## src/rtl/bram_pkg.sv

```systemverilog
// bram_pkg: shared constants and types for the dual-port round-robin BRAM arbiter.
package bram_pkg;
  localparam int BRAM_ADDR_W = 11;
  localparam int BRAM_DATA_W = 16;
  localparam int BRAM_DEPTH = 2048;
  localparam logic PORT_A = 1'b0;
  localparam logic PORT_B = 1'b1;
  typedef struct packed {
    logic vld;
    logic id;
  } rd_tag_t;
endpackage

```

## src/rtl/rr_arb2.sv

```systemverilog
// rr_arb2: two-input round-robin arbiter; the pointer names the port favoured on contention.
import bram_pkg::*;

module rr_arb2 (
  input  logic       clk,
  input  logic       rst,
  input  logic [1:0] req_i,
  output logic [1:0] gnt_o
);
  logic ptr_q, ptr_d;
  always_comb begin
    gnt_o[0] = req_i[0] & (~req_i[1] | (ptr_q == PORT_A));
    gnt_o[1] = req_i[1] & (~req_i[0] | (ptr_q == PORT_B));
    ptr_d = gnt_o[0] ? PORT_B : gnt_o[1] ? PORT_A : ptr_q;
  end
  always_ff @(posedge clk) ptr_q <= rst ? PORT_A : ptr_d;
endmodule

```

## src/rtl/bram_rr_arbiter.sv

```systemverilog
// bram_rr_arbiter: two requesters sharing one single-port BRAM with round-robin grants.
// Define BRAM_ARB_STATS_EN to add saturating per-port grant counters.
import bram_pkg::*;

module bram_rr_arbiter #(
  parameter int ADDR_W = BRAM_ADDR_W,
  parameter int DATA_W = BRAM_DATA_W
) (
  input  logic              clk,
  input  logic              rst,
  input  logic              a_valid,
  output logic              a_ready,
  input  logic              a_we,
  input  logic [ADDR_W-1:0] a_addr,
  input  logic [DATA_W-1:0] a_wdata,
  output logic              a_rvalid,
  output logic [DATA_W-1:0] a_rdata,
  input  logic              b_valid,
  output logic              b_ready,
  input  logic              b_we,
  input  logic [ADDR_W-1:0] b_addr,
  input  logic [DATA_W-1:0] b_wdata,
  output logic              b_rvalid,
  output logic [DATA_W-1:0] b_rdata,
`ifdef BRAM_ARB_STATS_EN
  output logic [15:0]       a_grant_cnt,
  output logic [15:0]       b_grant_cnt,
`endif
  output logic              mem_we,
  output logic [ADDR_W-1:0] mem_addr,
  output logic [DATA_W-1:0] mem_din,
  input  logic [DATA_W-1:0] mem_dout
);
  logic [1:0] gnt;
  logic [ADDR_W-1:0] addr_q;
  logic [DATA_W-1:0] din_q, a_rdata_q, b_rdata_q;
  rd_tag_t tag_q, tag_d;
  rr_arb2 u_arb (
    .clk   (clk),
    .rst   (rst),
    .req_i ({b_valid, a_valid}),
    .gnt_o (gnt)
  );
  // Idle cycles keep the RAM address/data bus steady and never write.
  always_comb begin
    a_ready = gnt[0];
    b_ready = gnt[1];
    mem_we = gnt[0] ? a_we : gnt[1] ? b_we : 1'b0;
    mem_addr = gnt[0] ? a_addr : gnt[1] ? b_addr : addr_q;
    mem_din = gnt[0] ? a_wdata : gnt[1] ? b_wdata : din_q;
    tag_d.vld = (gnt[0] & ~a_we) | (gnt[1] & ~b_we);
    tag_d.id = gnt[1] ? PORT_B : PORT_A;
    a_rvalid = tag_q.vld & (tag_q.id == PORT_A) & ~rst;
    b_rvalid = tag_q.vld & (tag_q.id == PORT_B) & ~rst;
    a_rdata = a_rvalid ? mem_dout : a_rdata_q;
    b_rdata = b_rvalid ? mem_dout : b_rdata_q;
  end
  always_ff @(posedge clk) begin
    if (rst) begin
      tag_q <= '0;
      addr_q <= '0;
      din_q <= '0;
      a_rdata_q <= '0;
      b_rdata_q <= '0;
    end else begin
      tag_q <= tag_d;
      addr_q <= mem_addr;
      din_q <= mem_din;
      a_rdata_q <= a_rdata;
      b_rdata_q <= b_rdata;
    end
  end
`ifdef BRAM_ARB_STATS_EN
  always_ff @(posedge clk) begin
    if (rst) begin
      a_grant_cnt <= '0;
      b_grant_cnt <= '0;
    end else begin
      a_grant_cnt <= (gnt[0] && a_grant_cnt != 16'hFFFF) ? a_grant_cnt + 16'd1 : a_grant_cnt;
      b_grant_cnt <= (gnt[1] && b_grant_cnt != 16'hFFFF) ? b_grant_cnt + 16'd1 : b_grant_cnt;
    end
  end
`endif
endmodule

```

## config.mk

```make
export PLATFORM = sky130hd
export DESIGN_NAME = bram_rr_arbiter
export DESIGN_NICKNAME = d
export VERILOG_FILES = /design/src/rtl/bram_pkg.sv /design/src/rtl/rr_arb2.sv /design/src/rtl/bram_rr_arbiter.sv
export SDC_FILE = /design/constraint.sdc
export NUM_CORES = 1
export LEC_CHECK = 0
export CAP_MARGIN = 5
export CORE_UTILIZATION = 42
export DETAILED_ROUTE_END_ITERATION = 6
export PLACE_DENSITY = 0.9
export SLEW_MARGIN = 20
export SYNTH_ARGS = -nofsm -noshare
export SYNTH_HDL_FRONTEND = slang
export SYNTH_HIERARCHICAL = 1
export SYNTH_SLANG_ARGS = --single-unit
```

## constraint.sdc

```tcl
create_clock -name clk -period 2 [get_ports clk]
set_input_delay 0.3 -clock clk [delete_from_list [all_inputs] [get_ports clk]]
set_output_delay 0.3 -clock clk [all_outputs]
set_load 0.01 [all_outputs]
```

==> results.sh <==
export IMPL_synthMuxAreaShare=0.1273
export IMPL_ant_nets=0
export IMPL_place_congestion=0.7746
export IMPL_wl_per_cell_microns=22.07
export IMPL_cts_tree="yes"
export IMPL_synthToLayoutAreaGrowth_pct=95.19
export IMPL_cp_data_arrival_time_ns=1.91
export IMPL_synthCells=373
export IMPL_antenna_found_initial=0
export IMPL_tns_ns=-2.409
export IMPL_outcome="finished with violations"
export IMPL_seq_area_frac_synth=0.4008
export IMPL_violations="setup timing"
export IMPL_cellPowerDensity_nw_per_um2=635.5
export IMPL_grt_pass1_vias=3849
export IMPL_fin_crit_sh=1.103
export IMPL_insertion_delay_ns=0.34
export IMPL_route_detailed_drc=0
export IMPL_io_buffers=139
export IMPL_synth_simple_gate_area_frac=0.3002
export IMPL_die_w_microns=87.87
export IMPL_grt_overflow=0
export IMPL_grt_total_usage=0.3297
export IMPL_final_layout_size_suffix_gt1_frac=0.4465
export IMPL_synth_area_sq_um=3097
export IMPL_setup_worst_path_start_class="flip-flop"
export IMPL_max_cap_violations=0
export IMPL_ys_types=24
export IMPL_dp_hpwl_microns=6517
export IMPL_min_period_ns=2.205
export IMPL_required_ns=1.70
export IMPL_num_io_pins=140
export IMPL_tightest_slew_ns=0.6238
export IMPL_multi_input_area_sq_um=2261
export IMPL_peakVddDrop_mv=0.4595
export IMPL_core_sq_um=6944
export IMPL_setup_viol=29
export IMPL_numCtsBuffers=9
export IMPL_synth_area_per_cell_sq_um=8.302
export IMPL_crit_type="reg -> out"
export IMPL_relSlewSlack=0.5842
export IMPL_cts_root_buf="clkbuf_8"
export IMPL_crit_fanout=8
export IMPL_synth_compound_area_share=0.1244
export IMPL_via_per_inst=5.677
export IMPL_dp_slack_ns=-0.5327
export IMPL_clk_path_buf_depth=2
export IMPL_grt_max_degree=37
export IMPL_synth_fa_ha_area_frac=0
export IMPL_clk_pin_slew_ns=0.07
export IMPL_clock_sinks=62
export IMPL_utilization=0.8705
export IMPL_fillCellCount=301
export IMPL_drt_iter0_drc=195
export IMPL_power_leakage_nw=2.613
export IMPL_num_antenna_cells=0
export IMPL_end_kind="output port"
export IMPL_hold_violations=0
export IMPL_synthesis_nets=449
export IMPL_die_area_sq_um=7720
export IMPL_wl_microns=15120
export IMPL_initial_core_util=0.4459
export IMPL_route_vias_total=3889
export IMPL_slew_viol_final=0
export IMPL_ys_ff_latch=62
export IMPL_dr_pass1_iters=5
export IMPL_htree_levels=3
export IMPL_rows=30
export IMPL_hold_path_class="reg -> reg"
export IMPL_die_h_microns=87.87
export IMPL_yosysWarnings=6
export IMPL_grt_pass1_wl_microns=18940
export IMPL_fin_worst_skew_ns=0.008400
export IMPL_synth_top_family_by_area="simple AND/OR/NAND/NOR gates"
export IMPL_synthXorXnorAreaFrac=0
export IMPL_rsz0062_at_grt="yes"
export IMPL_worst_slack_ns=-0.2054
export IMPL_max_freq_ghz=0.4534
export IMPL_seqCellArea_sq_um=1246
export IMPL_nets=660
==> layer usage <==
| layer | vias up | part of all wire | track usage |
|---|---|---|---|
| li1 | 1666 | - | - |
| met1 | 1836 | 0.35 | 0.3506 |
| met2 | 303 | 0.51 | 0.5736 |
| met3 | 84 | 0.090 | 0.1103 |
| met4 | 0 | 0.059 | 0.1833 |
| met5 | - | 0 | 0 |
==> cell usage in the layout, fill, tap and decap left out, types with 5 or more instances in the layout <==
master           count
buf_16               6
dfxtp_1             60
nor3_1              26
clkdlybuf4s50_1     73
nor2_1              24
a211oi_4            20
buf_6               28
dlygate4sd2_1       17
buf_2               28
a211oi_2             7
mux2_4              16
nor2b_1             15
nor2b_4             13
nand2_1             67
buf_4               60
buf_12               5
clkbuf_8            10
a21oi_1             34
mux2_2              16
nor2b_2             28
==> power breakdown <==
part	switching, mW	internal, mW
Clock	0.517	0.734
Combinational	0.584	0.676
Sequential	0.0284	1.30
==> path summary, 6_finish.rpt <==
kind | slack [ns] | to | startpoint | cells after the start
setup / recovery | -0.21 | mem_addr[1] | u_arb/ptr_q$_SDFFE_PP0P_ | 7
hold / removal | 0.46 | b_rdata_q[13]$_SDFF_PP0_ | b_rdata_q[13]$_SDFF_PP0_ | 2
setup reg to reg | -0.05 | din_q[13]$_SDFF_PP0_ | u_arb/ptr_q$_SDFFE_PP0P_ | 12
hold reg to reg | 0.46 | b_rdata_q[13]$_SDFF_PP0_ | b_rdata_q[13]$_SDFF_PP0_ | 2
==> layout make-up <==
cell class	instances	share of cell area
Clock buffer	12	0.02401
Clock inverter	4	0.01159
Inverter	1	0.0006210
Multi-Input combinational cell	283	0.3740
Sequential cell	62	0.2062
Tap cell	96	0.01987
Timing Repair Buffer	227	0.3637
==> Yosys cell counts, drive strengths merged <==
cell type / number / share of area
nand2: 67 / 0.081
dfxtp: 62 / 0.40
nor2b: 56 / 0.11
a21oi: 34 / 0.055
mux2: 32 / 0.13
a211oi: 27 / 0.065
nor2: 27 / 0.033
nor3: 27 / 0.044
clkbuf: 17 / 0.022
buf: 12 / 0.024
nand2b: 4 / 0.011
and2: 2 / 0.0040
a21boi: 1 / 0.0024
inv: 1 / 0.0012
nand3b: 1 / 0.0065
nor3b: 1 / 0.0061
o21ai: 1 / 0.0016
or2b: 1 / 0.0024
==> registers in the layout, summed over array words and instances, names as in the netlist <==
register / count
b_rdata_q: 16
din_q: 16
tag_q: 2
u_arb/ptr_q: 1
a_rdata_q: 16
addr_q: 11
==> what timing repair did <==
action / CTS / global route
hold buffers: 0 / 0
gates resized for setup: 281 / 78
gates cloned: 8 / 4
pin swaps: 36 / 21
setup endpoints to repair: 63 / 47
setup buffers: 30 / 6
==> worst max-delay path, stage by stage (launching register included) <==
cell and delay [ns]:
dfxtp_2 0.33, nand2b_4 0.14, and2_4 0.17, buf_8 0.14, buf_16 0.16, a211oi_4 0.33, nor2_1 0.12, buf_2 0.17
==> logic make-up after synthesis <==
logic type,count (synthesis)
mux,32
simple gates,186
flops,62
buf+inv,30
compound gates,63
==> stage by stage <==
step	hold WS, ns	area [sq um]	cells	power (mW)
CTS	0.4522	5648	676	3.571
global placement	0.4381	4846	622	2.175
detailed placement	0.4428	4846	622	2.202
global route	0.4739	6045	685	3.948
floorplan	0.3691	3097	373	1.705
finish	0.4570	6045	685	3.841
Note: power is estimated with default switching activity, not from simulation.
